`src/rtl/zjh_scan_disp.sv`:
```
// Multiplexed 7-segment scan driver.
// A prescaler produces one digit slot every DIV cycles, and the slot index
// walks through NDIG digits. The index wrapping back to 0 is a "frame"
// boundary, and new digit data is only adopted there, so a frame never
// shows a mix of old and new digits. All display outputs are registered.

// Per-digit lane: BCD-to-7-segment decode, with leading-zero blanking applied.
module zjh_scan_lane (
  input  logic [3:0] dig_i,
  input  logic       blank_i,
  output logic [6:0] seg_o
);
  // Segment order is abcdefg, with a in bit 6; codes 10..15 stay dark.
  always_comb begin
    seg_o = 7'b0000000;
    if (!blank_i) begin
      case (dig_i)
        4'd0:    seg_o = 7'b1111110;
        4'd1:    seg_o = 7'b0110000;
        4'd2:    seg_o = 7'b1101101;
        4'd3:    seg_o = 7'b1111001;
        4'd4:    seg_o = 7'b0110011;
        4'd5:    seg_o = 7'b1011011;
        4'd6:    seg_o = 7'b0011111;
        4'd7:    seg_o = 7'b1110000;
        4'd8:    seg_o = 7'b1111111;
        4'd9:    seg_o = 7'b1110011;
        default: seg_o = 7'b0000000;
      endcase
    end
  end
endmodule

module zjh_scan_disp #(
  parameter int NDIG      = 4,
  parameter int DIV       = 1000,
  parameter int BLANK_CYC = 1
) (
  input  logic              Clock,
  input  logic              Aclr,
  input  logic              En,
  input  logic              Load,
  input  logic [4*NDIG-1:0] Din,
  input  logic [NDIG-1:0]   DpIn,
  input  logic              Lzb,
  output logic [NDIG-1:0]   Y,
  output logic [6:0]        Seg,
  output logic              Dp,
  output logic              Frame
);
  localparam int CW = $clog2(DIV);
  localparam int IW = $clog2(NDIG);

  logic [CW-1:0]     cnt_q, cnt_d;
  logic [IW-1:0]     idx_q, idx_d;
  logic [4*NDIG-1:0] act_dig_q, act_dig_d, shd_dig_q, shd_dig_d;
  logic [NDIG-1:0]   act_dp_q, act_dp_d, shd_dp_q, shd_dp_d;
  logic              pend_q, pend_d;
  logic [NDIG-1:0]   y_q, y_d;
  logic [6:0]        seg_q, seg_d;
  logic              dp_q, dp_d, frame_q, frame_d;

  logic tick, last, wrap;

  assign tick = En && (cnt_q == CW'(DIV - 1));
  assign last = (idx_q == IW'(NDIG - 1));
  assign wrap = tick && last;

  // Prescaler and digit index advance; both freeze while En is low.
  always_comb begin
    cnt_d = cnt_q;
    idx_d = idx_q;
    if (En) begin
      if (tick) begin
        cnt_d = '0;
        idx_d = last ? '0 : idx_q + IW'(1);
      end else begin
        cnt_d = cnt_q + CW'(1);
      end
    end
  end

  // Shadow/active double buffer. A Load in the wrap cycle bypasses the shadow
  // so the newest data wins. The pending flag drops at every wrap.
  always_comb begin
    act_dig_d = act_dig_q;
    act_dp_d  = act_dp_q;
    shd_dig_d = shd_dig_q;
    shd_dp_d  = shd_dp_q;
    pend_d    = pend_q;
    if (Load) begin
      shd_dig_d = Din;
      shd_dp_d  = DpIn;
    end
    if (wrap) begin
      pend_d = 1'b0;
      if (Load) begin
        act_dig_d = Din;
        act_dp_d  = DpIn;
      end else if (pend_q) begin
        act_dig_d = shd_dig_q;
        act_dp_d  = shd_dp_q;
      end
    end else if (Load) begin
      pend_d = 1'b1;
    end
  end

  // Leading-zero chain: lead[k] is set when digits NDIG-1..k are all zero.
  logic [NDIG-1:0]      lead, lane_blank;
  logic [NDIG-1:0][6:0] lane_seg;

  genvar k;
  generate
    for (k = 0; k < NDIG; k++) begin : g_lane
      if (k == NDIG - 1) begin : g_top
        assign lead[k] = (act_dig_q[4*k +: 4] == 4'd0);
      end else begin : g_mid
        assign lead[k] = (act_dig_q[4*k +: 4] == 4'd0) && lead[k+1];
      end
      if (k == 0) begin : g_d0
        assign lane_blank[k] = 1'b0;
      end else begin : g_dn
        assign lane_blank[k] = Lzb && lead[k];
      end
      zjh_scan_lane u_lane (
        .dig_i   (act_dig_q[4*k +: 4]),
        .blank_i (lane_blank[k]),
        .seg_o   (lane_seg[k])
      );
    end
  endgenerate

  // Output stage: the next registered outputs are computed from this cycle's
  // index and prescaler. The display stays dark during the anti-ghost window
  // and while scanning is disabled.
  always_comb begin
    y_d     = '1;
    seg_d   = 7'b0000000;
    dp_d    = 1'b0;
    frame_d = wrap;
    if (En && (int'(cnt_q) >= BLANK_CYC)) begin
      y_d[idx_q] = 1'b0;
      seg_d      = lane_seg[idx_q];
      dp_d       = act_dp_q[idx_q];
    end
  end

  // State and output registers; asynchronous clear blanks the display.
  always_ff @(posedge Clock or negedge Aclr) begin
    if (!Aclr) begin
      cnt_q     <= '0;
      idx_q     <= '0;
      act_dig_q <= '0;
      act_dp_q  <= '0;
      shd_dig_q <= '0;
      shd_dp_q  <= '0;
      pend_q    <= 1'b0;
      y_q       <= '1;
      seg_q     <= 7'b0000000;
      dp_q      <= 1'b0;
      frame_q   <= 1'b0;
    end else begin
      cnt_q     <= cnt_d;
      idx_q     <= idx_d;
      act_dig_q <= act_dig_d;
      act_dp_q  <= act_dp_d;
      shd_dig_q <= shd_dig_d;
      shd_dp_q  <= shd_dp_d;
      pend_q    <= pend_d;
      y_q       <= y_d;
      seg_q     <= seg_d;
      dp_q      <= dp_d;
      frame_q   <= frame_d;
    end
  end

  assign Y     = y_q;
  assign Seg   = seg_q;
  assign Dp    = dp_q;
  assign Frame = frame_q;
endmodule

```
`config.mk`:
```
export PLATFORM = sky130hd
export DESIGN_NAME = zjh_scan_disp
export DESIGN_NICKNAME = d
export VERILOG_FILES = /design/src/rtl/zjh_scan_disp.sv
export SDC_FILE = /design/constraint.sdc
export NUM_CORES = 1
export LEC_CHECK = 0
export CAP_MARGIN = 20
export CORE_MARGIN = 2
export CORE_UTILIZATION = 57
export DETAILED_ROUTE_END_ITERATION = 10
export PLACE_DENSITY = 0.83
export SYNTH_ARGS = -nofsm -noshare
export SYNTH_HDL_FRONTEND = slang
export SYNTH_SLANG_ARGS = --single-unit
```
`constraint.sdc`:
```
create_clock -name Clock -period 2.1 [get_ports Clock]
set_input_delay 0.42 -clock Clock [delete_from_list [all_inputs] [get_ports Clock]]
set_output_delay 0.42 -clock Clock [all_outputs]
set_load 0.03 [all_outputs]
```
==> results of run 1 <==
[power by group through the flow]
stage	sequential [mW]	combinational [mW]	clock, mW
2_1_floorplan	1.47	0.253	0
3_3_place_gp	1.45	0.433	0
3_5_place_dp	1.46	0.454	0
4_1_cts	1.44	0.456	1.11
5_1_grt	1.45	0.503	1.15
6_report	1.44	0.455	1.09
[cells in the final DEF, fill, tap and decap left out, types with 3 or more instances in the layout]
master / Yosys / final
nor2_1: 16 / 16
nand3_1: 6 / 6
nor2b_1: 12 / 12
nand2_1: 19 / 19
nor3_1: 5 / 5
ha_1: 23 / 23
nor4_1: 3 / 3
mux2_2: 22 / 22
clkdlybuf4s50_1: 0 / 36
nand2b_1: 6 / 6
clkinvlp_4: 0 / 3
dfstp_2: 4 / 4
a211oi_1: 6 / 6
o22ai_1: 4 / 4
clkbuf_8: 0 / 10
and2_1: 3 / 3
xnor2_1: 6 / 6
xor2_1: 3 / 3
a21oi_1: 11 / 11
a221oi_1: 4 / 4
o21a_1: 3 / 3
buf_4: 1 / 21
o21ai_0: 16 / 16
dfrtp_1: 62 / 62
mux2_4: 20 / 20
and3_1: 4 / 4
a311oi_1: 5 / 4
inv_1: 22 / 22
[cell type report]
type,instances,area (µm²)
Clock buffer,10,138
Clock inverter,6,66.3
Fill cell,456,1870
Inverter,23,86.3
Multi-Input combinational cell,230,1900
Sequential cell,66,1660
Tap cell,77,96.3
Timing Repair Buffer,59,543
[cell families after synthesis]
family | Yosys count
compound gates | 64
xor+xnor | 9
fa+ha+maj | 23
buf+inv | 41
flops | 66
mux | 44
simple gates | 90
[how the worst min path moves through the flow]
stage,to,from,depth (start not counted)
2_1_floorplan,Dp,Aclr,0
5_1_grt,Frame,Aclr,2
3_3_place_gp,shd_dp_q[0],Aclr,2
4_1_cts,Seg[1],Aclr,2
6_report,Frame,Aclr,2
3_5_place_dp,Frame,Aclr,2
[flip-flops by register name, indices dropped and copies added (netlist names)]
| register | count |
|---|---|
| shd_dig_q | 16 |
| act_dp_q | 4 |
| Seg | 7 |
| Frame | 1 |
| shd_dp_q | 4 |
| Dp | 1 |
| Y | 4 |
| act_dig_q | 16 |
| cnt_q | 10 |
| pend_q | 1 |
| idx_q | 2 |
[worst max-delay path, cell delays in order, from the launching register on]
cell and delay [ps]:
dfrtp_1 410, ha_1 190, and3_1 220, nand4_4 90
or3_4 570, mux2_4 360
[metrics by stage]
step                      setup TNS [ps]  total power [mW]  hold WS (ps)  cell area (µm²)  worst slack, ps
after CTS                              0              3.01          86.7             4470              118
after detailed placement           -3330              1.92           464             4270             -176
final                                  0              2.99          84.8             4480              128
after global placement             -2970              1.89           459             4270             -150
after floorplan                        0              1.72           124             3720              231
after global routing                   0              3.10           114             4480             37.5
[routing by layer]
metal	share of wire, %	global-route usage (%)	up-vias
li1	-	-	1294
met1	42	29.2	1347
met2	50	38.8	115
met3	5.2	5.84	23
met4	2.4	9.81	0
met5	0	0	-
==> results.ini, run 1 <==
[global_routing]
antenna_found_initial = 0
gr-total-overflow = 0
grt_use_total_pct = 23.3
grt_pass1_vias = 2848
grt_pass1_wl_mm = 13.3
grt_max_degree = 67

[final_layout]
utilization_pct = 70.6
drive_above_1_share_pct = 23.4
area_delta_synth_final_pct = 20.4
n_antenna_cell = 0
fin_cells = 471
final_nets = 437

[timing]
slew_headroom_pct = 70.7
fin_crit_ps = 1970
timing.final.crit_share_pct = 93.9
hold_viol = 0
skew_ps = 9.08
report.final.slew_viol_count = 0
worstMarginPinSlew_ps = 435
clock.fmax_mhz = 507
rsz0062_at_grt = false
finalSetupViolCount = 0

[detailed_routing]
firstDrtPassIters = 5
drt_iter0_markers = 185
antenna_left = 0
wirelength_mm = 7.92
wire_per_inst_um = 16.8
drcViolationCount = 0
via_count = 2779
avgViaCountPerCell = 5.90

[cts]
cts.repair.resized = 0
cts_hold_buf = 0
cts_tree = built
clk_pin_slew_ps = 80
h-tree-depth = 3
postCtsSetupBuffers = 0
clock-sinks = 66
clock_path_buffers = 2
clk_latency_ps = 340
tritoncts.num_buffers = 9
clk_root_buffer_cell = clkbuf_8

[placement]
dp_hpwl_mm = 5.53
dp.cells = 455
io_buffers = 37
gp_congestion = 0.851

[critical_path]
crit_required_ps = 2330
r2r-end = act_dig_q[5]
critPathArrivalTime_ps = 2200
r2r_start = cnt_q[0]
setup.worst_path.start = cnt_q[0]
critPathCaptureType = flip-flop
r2r_slack_ps = 130
crit_path_end = act_dig_q[5]
critPathMaxFanout = 20
path_class = reg -> reg
r2r_cells = 5
start_kind = flip-flop

[power_and_ir_drop]
p_leak_nw = 2.01
p_comb_share_pct = 15.2
p_sw_share_pct = 27.3
p_int_mw = 2.17
powerDensity_mw_per_mm2 = 667
power.share.clock_pct = 36.6
ir_worst_vdd_uv = 858
power.net_switching_mw = 0.817
seqPwrFrac_pct = 48.1

[floorplanning]
num_rows = 29
start_util_pct = 58.6
core_area_mm2 = 0.00635
die_w_um = 84.8
dieArea_mm2 = 0.00719
fp.dieH_um = 84.8
pin_count = 38

[yosys]
yosysSeqAreaShare_pct = 44.5
ys_seq_elements = 66
yosysMostFrequentCell = dfrtp_1
netlist_area_mm2 = 0.00372
netlist_instances = 337
synth_area_per_cell_um2 = 11.0
synth_commonest_cells = dfrtp_1 (62), ha_1 (23), inv_1 (22), mux2_2 (22), mux2_4 (20)
synth-edff-count = 0
yosys_warnings = 0
synth_fp_nets = 385
netlist.area_leader.share_pct = 41.7
synth_area_leader_cell = dfrtp_1
synthAdderAreaFrac_pct = 7.73
synth-async-reset-ratio_pct = 100
yosysUniqueCellTypes = 53
synth_simple_gate_area_share_pct = 13.6
synth-compound-area-share_pct = 11.6
synthXorXnorAreaFrac_pct = 2.12
synth.area.top_cells = dfrtp_1 (42%), mux2_4 (8.1%), ha_1 (7.7%)
synth_top_family_by_area = multiplexers
muxShareOfSynthArea_pct = 15.6
synth_flop_cell = dfrtp_1

[min_path]
holdCritPathClass = in -> async

[status]
status = finished, final reports clean

[run]
max_cap_viol_count = 0

No activity file was read; power rests on OpenSTA's default activity.
==> run 2, diff against run 1 <==
CORE_UTILIZATION = 40   (was 57)
PLACE_DENSITY = 0.63   (was 0.83)
==> results.ini, run 2 (synthesized netlist as in run 1, its figures left out) <==
[timing]
worstMarginPinSlew_ps = 559
skew_ps = 14.1
report.final.slew_viol_count = 0
setup_tns_ps = 0
slew_headroom_pct = 62.4
timing.final.crit_share_pct = 93.5
finalSetupViolCount = 0
layout_setup_ws_ps = 137
rsz0062_at_grt = false
hold_viol = 0
clock.fmax_mhz = 509
fin_crit_ps = 1960

[cts]
tritoncts.num_buffers = 9
h-tree-depth = 3
postCtsSetupBuffers = 0
clk_latency_ps = 350
clk_root_buffer_cell = clkbuf_8
clk_pin_slew_ps = 80
cts_hold_buf = 0
cts.repair.resized = 0
cts_tree = built
clock_path_buffers = 2
clock-sinks = 66

[critical_path]
critPathMaxFanout = 1
worstPathBufferInverterCount = 1
worstPathCellList = clkdlybuf4s50_1
start_kind = flip-flop
max_stage_delay_ps = 680
path_class = reg -> out
crit_family = buffers and inverters
crit_slowest_cell = clkdlybuf4s50_1
critPathCaptureType = output pin
critPathArrivalTime_ps = 1540
crit_required_ps = 1680

[floorplanning]
num_rows = 35
die_w_um = 100
fp.dieH_um = 100
dieArea_mm2 = 0.0101
pin_count = 38
core_area_mm2 = 0.00915
start_util_pct = 40.7

[global_routing]
grt_pass1_wl_mm = 13.4
grt_use_total_pct = 17.2
antenna_found_initial = 0
grt_max_degree = 67
gr-total-overflow = 0
grt_pass1_vias = 2742

[detailed_routing]
drcViolationCount = 0
antenna_left = 0
drt_iter0_markers = 129
avgViaCountPerCell = 5.21
via_count = 2664
wirelength_mm = 7.95
wire_per_inst_um = 15.6
firstDrtPassIters = 4

[final_layout]
n_antenna_cell = 0
largestRegisters = act_dig_q: 16 flops, shd_dig_q: 16 flops, cnt_q: 10 flops
drive_above_1_share_pct = 24.3
final_cell_mix = dfrtp_1 (62), clkdlybuf4s50_1 (36), buf_4 (27)
mostFrequentLayoutCell = dfrtp_1
utilization_pct = 50.1
final_nets = 443
area_delta_synth_final_pct = 23.2

[power_and_ir_drop]
seqPwrFrac_pct = 46.1
p_int_mw = 2.29
power.total_mw = 3.10
p_leak_nw = 2.06
powerDensity_mw_per_mm2 = 677
p_comb_share_pct = 14.6
ir_worst_vdd_uv = 311
p_sw_share_pct = 26.1
power.share.clock_pct = 39.3
power.net_switching_mw = 0.811

[placement]
gp_congestion = 0.855
io_buffers = 37
dp_hpwl_mm = 5.74
pre_cts_slack_ps = -182

[min_path]
holdCritPathClass = in -> async

[status]
status = finished, final reports clean

[run]
max_cap_viol_count = 0

==> run 2: final timing paths <==
check / start / slack (ps) / cells past startpoint / endpoint
max in group asynchronous: Aclr / 1700 / 2 / Y[0]
hold / removal: Aclr / 70 / 2 / shd_dp_q[1]
setup / recovery: Y[1] / 140 / 1 / Y[1]
hold reg to reg: shd_dig_q[10] / 500 / 1 / shd_dig_q[10]
setup reg to reg: cnt_q[0] / 170 / 5 / act_dig_q[14]
min in group Clock: shd_dig_q[10] / 500 / 1 / shd_dig_q[10]
==> run 2: power groups by stage <==
stage          registers, mW  clock network, mW  logic [mW]
4_1_cts                 1.43               1.26       0.457
2_1_floorplan           1.47                  0       0.253
3_5_place_dp            1.46                  0       0.455
3_3_place_gp            1.45                  0       0.447
6_report                1.43               1.22       0.452
5_1_grt                 1.44               1.30       0.503
==> run 2: metal layers <==
metal / track usage [%] / vias up / wire length, µm
met5: 0 / - / 0
met4: 8.75 / 0 / 141
met2: 28.1 / 60 / 3840
li1: - / 1312 / -
met3: 2.84 / 10 / 298
met1: 21.9 / 1282 / 3670
==> run 2: layout make-up <==
| type | count | area, µm² |
|---|---|---|
| clock inverters | 6 | 88.8 |
| repair buffers | 65 | 588 |
| flip-flops and latches | 66 | 1660 |
| well taps | 111 | 139 |
| multi-input cells | 230 | 1890 |
| inverters | 23 | 86.3 |
| fillers | 830 | 4570 |
| clock buffers | 10 | 138 |
==> run 2: stage by stage <==
stage | area [µm²] | hold slack (ps) | std cells
floorplan | 3720 | 124 | 337
global placement | 4350 | 467 | 495
detailed placement | 4350 | 467 | 495
CTS | 4580 | 79.4 | 511
global route | 4590 | 104 | 511
finish | 4590 | 71.6 | 511
==> run 3, diff against run 2 <==
SLEW_MARGIN = 20   (was default)
clock period = 2.55 ns   (was 2.1 ns; I/O delays follow)
==> results.ini, run 3 (synthesized netlist as in run 1, its figures left out) <==
[status]
status = finished, final reports clean

[timing]
skew_ps = 12.6
clock.fmax_mhz = 452
worstMarginPinSlew_ps = 608
hold_viol = 0
report.final.slew_viol_count = 0
finalSetupViolCount = 0
slew_headroom_pct = 59.4
rsz0062_at_grt = false
fin_crit_ps = 2210
fin_hold_ws_ps = 164
setup_tns_ps = 0
timing.final.crit_share_pct = 86.7

[critical_path]
setup.worst_path.start = act_dig_q[9]
r2r_start = act_dig_q[9]
start_kind = flip-flop
critPathArrivalTime_ps = 2420
path_class = reg -> reg
crit_required_ps = 2760
critPathCaptureType = flip-flop
critPathMaxFanout = 7

[placement]
io_buffers = 37
dp_hpwl_mm = 5.43
dp.cells = 475
gp_congestion = 0.913

[final_layout]
fin_cells = 491
utilization_pct = 48.0
final_cell_mix = dfrtp_1 (62), clkdlybuf4s50_1 (36), ha_1 (23)
largestRegisters = act_dig_q: 16 flops, shd_dig_q: 16 flops, cnt_q: 10 flops
fillers = 853
final_nets = 423
n_antenna_cell = 0
drive_above_1_share_pct = 20.0
area_delta_synth_final_pct = 18.1
mostFrequentLayoutCell = dfrtp_1

[power_and_ir_drop]
p_sw_share_pct = 27.0
p_int_mw = 1.72
power.net_switching_mw = 0.637
p_leak_nw = 1.94
ir_worst_vdd_uv = 189
p_comb_share_pct = 13.0
seqPwrFrac_pct = 51.8
power.total_mw = 2.35
powerDensity_mw_per_mm2 = 536
power.share.clock_pct = 35.2

[cts]
cts_tree = built
clock_path_buffers = 2
clk_pin_slew_ps = 80
cts_hold_buf = 0
cts.repair.resized = 0
tritoncts.num_buffers = 9
clock-sinks = 66
h-tree-depth = 3
postCtsSetupBuffers = 0
clk_root_buffer_cell = clkbuf_8
clk_latency_ps = 350

[detailed_routing]
antenna_left = 0
wire_per_inst_um = 15.3
avgViaCountPerCell = 5.28
firstDrtPassIters = 4
drcViolationCount = 0
wirelength_mm = 7.53
drt_iter0_markers = 126
via_count = 2592

[floorplanning]
start_util_pct = 40.7
pin_count = 38
die_w_um = 100
num_rows = 35
dieArea_mm2 = 0.0101
core_area_mm2 = 0.00915
fp.dieH_um = 100

[global_routing]
grt_pass1_vias = 2669
antenna_found_initial = 0
gr-total-overflow = 0
grt_max_degree = 43
grt_use_total_pct = 16.6
grt_pass1_wl_mm = 12.9

[run]
max_cap_viol_count = 0

[min_path]
holdCritPathClass = in -> async

==> run 3: changes by cell type in the layout (fill, tap and decap cells not counted), sizes merged <==
| cell | before | now |
|---|---|---|
| buf | 29 | 9 |
| clkbuf | 10 | 12 |
| inv | 23 | 22 |
| bufinv | 2 | 0 |
| clkinv | 2 | 3 |
==> run 3: layout make-up <==
class	count	area [µm²]	share of cell area (%)
clock inverter	4	25.0	0.569
multi-input combinational	230	1880	42.9
clock buffer	12	165	3.76
timing repair buffer	45	438	9.97
sequential	66	1660	37.7
inverter	23	86.3	1.96
tap	111	139	3.16
==> run 3: metrics by stage <==
| stage | area [µm²] | worst slack, ps |
|---|---|---|
| 2_1_floorplan | 3720 | 591 |
| 3_3_place_gp | 4200 | 165 |
| 3_5_place_dp | 4200 | 136 |
| 4_1_cts | 4390 | 394 |
| 5_1_grt | 4390 | 224 |
| 6_report | 4390 | 339 |
==> run 3: worst max-delay path, stage by stage, from the launching register on <==
cell and delay, ps:
dfrtp_1 450, inv_1 130, ha_1 300, nor3b_1 470
a31oi_1 250, a221oi_1 360, nor3_1 130
==> run 3: path summary, 6_finish.rpt <==
kind | slack [ps] | end | cells after the start
worst max-delay path | 340 | Seg[2] | 6
worst min-delay path | 160 | shd_dp_q[1] | 1
worst max register to register | 340 | Seg[2] | 6
worst min register to register | 500 | shd_dig_q[8] | 1
max in group asynchronous | 1680 | Y[0] | 2
min in group Clock | 500 | shd_dig_q[8] | 1
==> run 3: metal layers <==
metal | up-vias | track usage (%) | share of wire (%)
li1 | 1273 | - | -
met1 | 1244 | 21.1 | 47
met2 | 61 | 27.1 | 47
met3 | 14 | 3.40 | 3.1
met4 | 0 | 8.11 | 2.4
met5 | - | 0 | 0
==> run 3: power by group through the flow <==
stage                     Clock, mW  Combinational, mW  Sequential (mW)
after detailed placement          0              0.310             1.24
after floorplan                   0              0.208             1.21
final                         0.829              0.306             1.22
after global routing          0.902              0.345             1.23
after global placement            0              0.307             1.23
after CTS                     0.859              0.313             1.22
==> RTL change 1, RTL diff (settings of run 1) <==
Set the parameter `NDIG` to 8 (it was 4).
--- a/src/rtl/zjh_scan_disp.sv
+++ b/src/rtl/zjh_scan_disp.sv
@@ -32,7 +32,7 @@
 endmodule
 
 module zjh_scan_disp #(
-  parameter int NDIG      = 4,
+  parameter int NDIG      = 8,
   parameter int DIV       = 1000,
   parameter int BLANK_CYC = 1
 ) (
Ports: changed (resized Din, DpIn and Y); port bits go from 38 to 62. No check against the original RTL was run, so the function may have changed too.
==> RTL change 1 against run 1 <==
The run now ends with negative setup slack left. Non-clock buffer count rose by 53. Clock power increased by 50%. Die area rose by 70%. Sequential cell count grew 45. Wire length up 88%. Core utilization is 1.9 points higher. Final cell count grew 76%. Synthesized area grew 74%. Final area increased by 77%. Worst setup slack worse by 0.15 ns. Total power up 53%. Hold slack improved by 0.051 ns. Critical path type unchanged. Highest routed layer unchanged.
==> RTL change 1: results (changes against run 1) <==
* Run status: finished, violations left
* Failing checks: negative setup slack
* Total of cells resized after clock tree synthesis at 5 (+5)
* Reg2Reg Capture Point: Seg[1]$_DFF_PN0_
* Number of non-filler instances in the completed layout at 827 (+76%)
* Switching power as a share of total power at 25.83% (-1.5 points)
* Weighted congestion at the end of routability-driven global placement at 0.9156 (+7.5%)
* Maximum number of pins on one net before global-route repair at 112 (+67%)
* CP max FO at 7 (-65%)
* Worst-case setup margin in the final layout at -0.02481 ns (-0.1529 ns)
* Routed wire length on met2 at 7257 um (+84%)
* Registers with the most flip-flops: act_dig_q: 32 flops, shd_dig_q: 32 flops, cnt_q: 10 flops
* Final total negative setup slack at -0.05738 ns (-0.05738 ns)
* Aggregate routed wire length at 14870 um (+88%)
* Met2 Usage GRT at 41.35% (+2.6 points)
* Final setup violation count at 4 (+4)
* Cell types with the largest area share after synthesis: dfrtp_1 40%, mux2_4 9.3%, ha_1 8.7%, mux2_1 6.8%, dfstp_2 3.3%
* Met1 WL at 6273 um (+87%)
* Commonest cells in the netlist: 103 x dfrtp_1, 45 x ha_1, 40 x mux2_4
* Detailed placement HPWL at 10550 um (+91%)
* Library cell used as clock root buffer: clkbuf_16
* Post-CTS Repair Setup Buffers at 2 (+2)
* Met3 Routed Length at 963 um (+130%)
* Min Hold Slack at 0.1357 ns (+0.05087 ns)
* Net count of the finished layout at 772 (+77%)
* Post-Syn Nets at 684 (+78%)
* Wire length of the first global-routing pass at 25050 um (+89%)
* Global Route met1 Usage at 32.76% (+3.5 points)
* Clock insertion delay at the later pin of the skew report at 0.36 ns (+0.02 ns)
* Placed instance area at 7471 um2 (+75%)
* Post-placement worst setup slack at -0.3239 ns (-0.1484 ns)
* Worst reg2reg path depth at 6 (+1)
* Number of DRC markers in iteration 0 at 396 (+110%)
* Measured slew at the worst slew-check pin at 0.5851 ns (+0.1498 ns)
* Startpoint of the worst setup timing path: act_dig_q[27]$_DFFE_PN0P_
* Fraction of final layout cells sized beyond drive strength 1 at 21.83% (-1.5 points)
* Data arrival time at the worst-slack endpoint at 2.37 ns (+0.17 ns)
* Slowest-stage cell, CP: or4_4
* Vias in the first global route at 5025 (+76%)
* Total routing resource utilization after global routing at 25.15% (+1.8 points)
* VDD IR-drop max at 0.6698 mV (-22%)
* Count of input and output buffers at 61 (+65%)
RTL change 1: area by class of cell:
cell class / count / area (um2) / share of cell area (%)
Multi-Input combinational cell: 413 / 3533 / 44.55
Sequential cell: 111 / 2788 / 35.15
Timing Repair Buffer: 112 / 1031 / 13.00
Clock buffer: 11 / 232.7 / 2.934
Tap cell: 140 / 175.2 / 2.209
Inverter: 35 / 131.4 / 1.656
Clock inverter: 5 / 40.04 / 0.5048
RTL change 1: power groups by stage:
stage	Clock, W	Sequential (W)	Combinational (W)
5_1_grt	0.00175	0.00237	0.000653
6_report	0.00163	0.00235	0.000580
3_3_place_gp	0	0.00239	0.000542
2_1_floorplan	0	0.00240	0.000279
3_5_place_dp	0	0.00239	0.000565
4_1_cts	0.00166	0.00235	0.000577
RTL change 1: cell families after synthesis:
logic type      count (synthesis)  synth area share (%)
mux                            87                 17.39
xor+xnor                        8                 1.085
buf+inv                        70                 4.706
fa+ha+maj                      45                 8.716
compound gates                121                 12.18
simple gates                  152                 12.76
flops                         111                 43.15
==> RTL change 2, RTL diff (config.mk and constraints of run 1) <==
Made on the original files. Put one more register stage on the output `Seg`, without a reset. The value now appears one clock later. The other outputs are not delayed to match.
--- a/src/rtl/zjh_scan_disp.sv
+++ b/src/rtl/zjh_scan_disp.sv
@@ -176,7 +176,9 @@
   end
 
   assign Y     = y_q;
-  assign Seg   = seg_q;
+  always_ff @(posedge Clock) begin
+    Seg <= seg_q;
+  end
   assign Dp    = dp_q;
   assign Frame = frame_q;
 endmodule
Behaviour: not the same (a bounded check fails within 4 cycles, from zero or initial values).
==> RTL change 2 against run 1 <==
Global-route usage shrank 2.2 points. Sequential cell count increased by 7. Wire length down 7.4%. Synthesized area up 4.8%. Total power is 3.4% lower. Largest cell class unchanged. Die area rose by 4.6%. Final cell count stayed put. Clock power fell by 18%. Final area grew 2.1%. Worst setup slack improved by 0.041 ns. Register-to-register slack better by 0.08 ns.
==> RTL change 2: results (changes against run 1) <==
* Cell types with the largest area share after synthesis: dfrtp_1 40%, mux2_4 7.7%, ha_1 7.4%, mux2_2 6.6%, dfxtp_1 3.6%
* Leakage component of the power at 1.993 nW (-1.1%)
* Weighted congestion at the end of routability-driven global placement at 0.9121 (+7.1%)
* Net count of the finished layout at 434 (-0.69%)
* Routed wire length on met2 at 3618 um (-8.5%)
* Met1 WL at 3259 um (-3.0%)
* Total routing resource utilization after global routing at 21.11% (-2.2 points)
* Average vias per placed instance at 5.741 (-2.7%)
* Placed instance area at 4419 um2 (+3.6%)
* Register-to-register setup slack at 0.21 ns (+0.08 ns)
* Post-route clock period utilization at 91.95% (-2.0 points)
* Reg2Reg Capture Point: seg_q[1]$_DFF_PN0_
* Average wire per cell in the routed design at 15.57 um (-7.4%)
* Max-slew headroom at 74.35% (+3.6 points)
* Slowest-stage cell, CP: clkdlybuf4s50_1
* Post-Syn Nets at 389 (+1.0%)
* TritonRoute pass-1 iters at 4 (-1)
* Worst reg2reg path depth at 6 (+1)
* Post-synthesis cell type count at 56 (+5.7%)
* Crit path max-delay family: buffers and inverters
* Met2 Usage GRT at 34.83% (-4.0 points)
* Async SR Flop Fraction at 90.41% (-9.6 points)
* Commonest cells in the netlist: 62 x dfrtp_1, 23 x ha_1, 23 x mux2_2
* Detailed placement HPWL at 5253 um (-5.0%)
* Global Route met1 Usage at 27.88% (-1.4 points)
* Delay of the slowest critical-path stage at 0.66 ns (+0.09 ns)
* Share of synthesized area occupied by flip-flops and latches at 46.04% (+1.5 points)
* Data arrival time at the worst-slack endpoint at 1.51 ns (-0.69 ns)
* Run status: completed
* Final worst clock skew at 0.01111 ns (+0.002030 ns)
* Wire length of the first global-routing pass at 12340 um (-7.1%)
* CP max FO at 1 (-95%)
* Capture point of the critical path: Y[2]
-- RTL change 2: per-stage QoR --
stage / power, W / instances / hold WS (ns) / TNS (ns) / util (%)
final: 0.002887 / 471 / 0.08061 / 0 / 68.12
after global routing: 0.003044 / 471 / 0.1149 / 0 / 68.12
after CTS: 0.002921 / 471 / 0.08921 / 0 / 68.04
after detailed placement: 0.002026 / 455 / 0.3269 / -0.4254 / 65.77
after global placement: 0.002006 / 455 / 0.3246 / -0.1783 / 65.77
after floorplan: 0.001867 / 341 / 0.1244 / 0 / -
-- RTL change 2: kinds of logic (layout without fill, tap and decap cells) --
family                   count (synthesis)  in the layout  synth area share [%]
adder cells (fa/ha/maj)                 23             23                 7.374
AO/OA/AOI/OAI                           62             62                 11.32
buffers and inverters                   38             88                 4.874
XOR/XNOR                                 8              8                 1.796
AND/OR/NAND/NOR                         92             92                 13.43
flip-flops                              73             73                 46.04
multiplexers                            45             45                 15.17
-- RTL change 2: timing repair --
action,CTS,global route
hold endpoints to repair,0,0
setup endpoints to repair,0,5
gates resized for setup,0,1
-- RTL change 2: worst reg2reg max path, stage by stage, from the launching register on --
cell      delay [ns]
dfrtp_1         0.44
inv_1           0.09
ha_1            0.24
and4bb_4        0.25
a41oi_4         0.25
o21ai_0         0.14
a311oi_1        0.35
-- RTL change 2: layout make-up --
cell class	instances	area share, %
clock buffers	14	3.116
clock inverters	2	0.2187
inverters	19	1.558
multi-input cells	230	41.96
flip-flops and latches	73	39.26
well taps	80	2.187
repair buffers	53	11.70
-- RTL change 2: power by group --
| group | switching, W | internal [W] | total, W |
|---|---|---|---|
| logic | 0.000182 | 0.000196 | 0.000379 |
| clock network | 0.000463 | 0.000428 | 0.000891 |
| registers | 0.000100 | 0.00152 | 0.00162 |
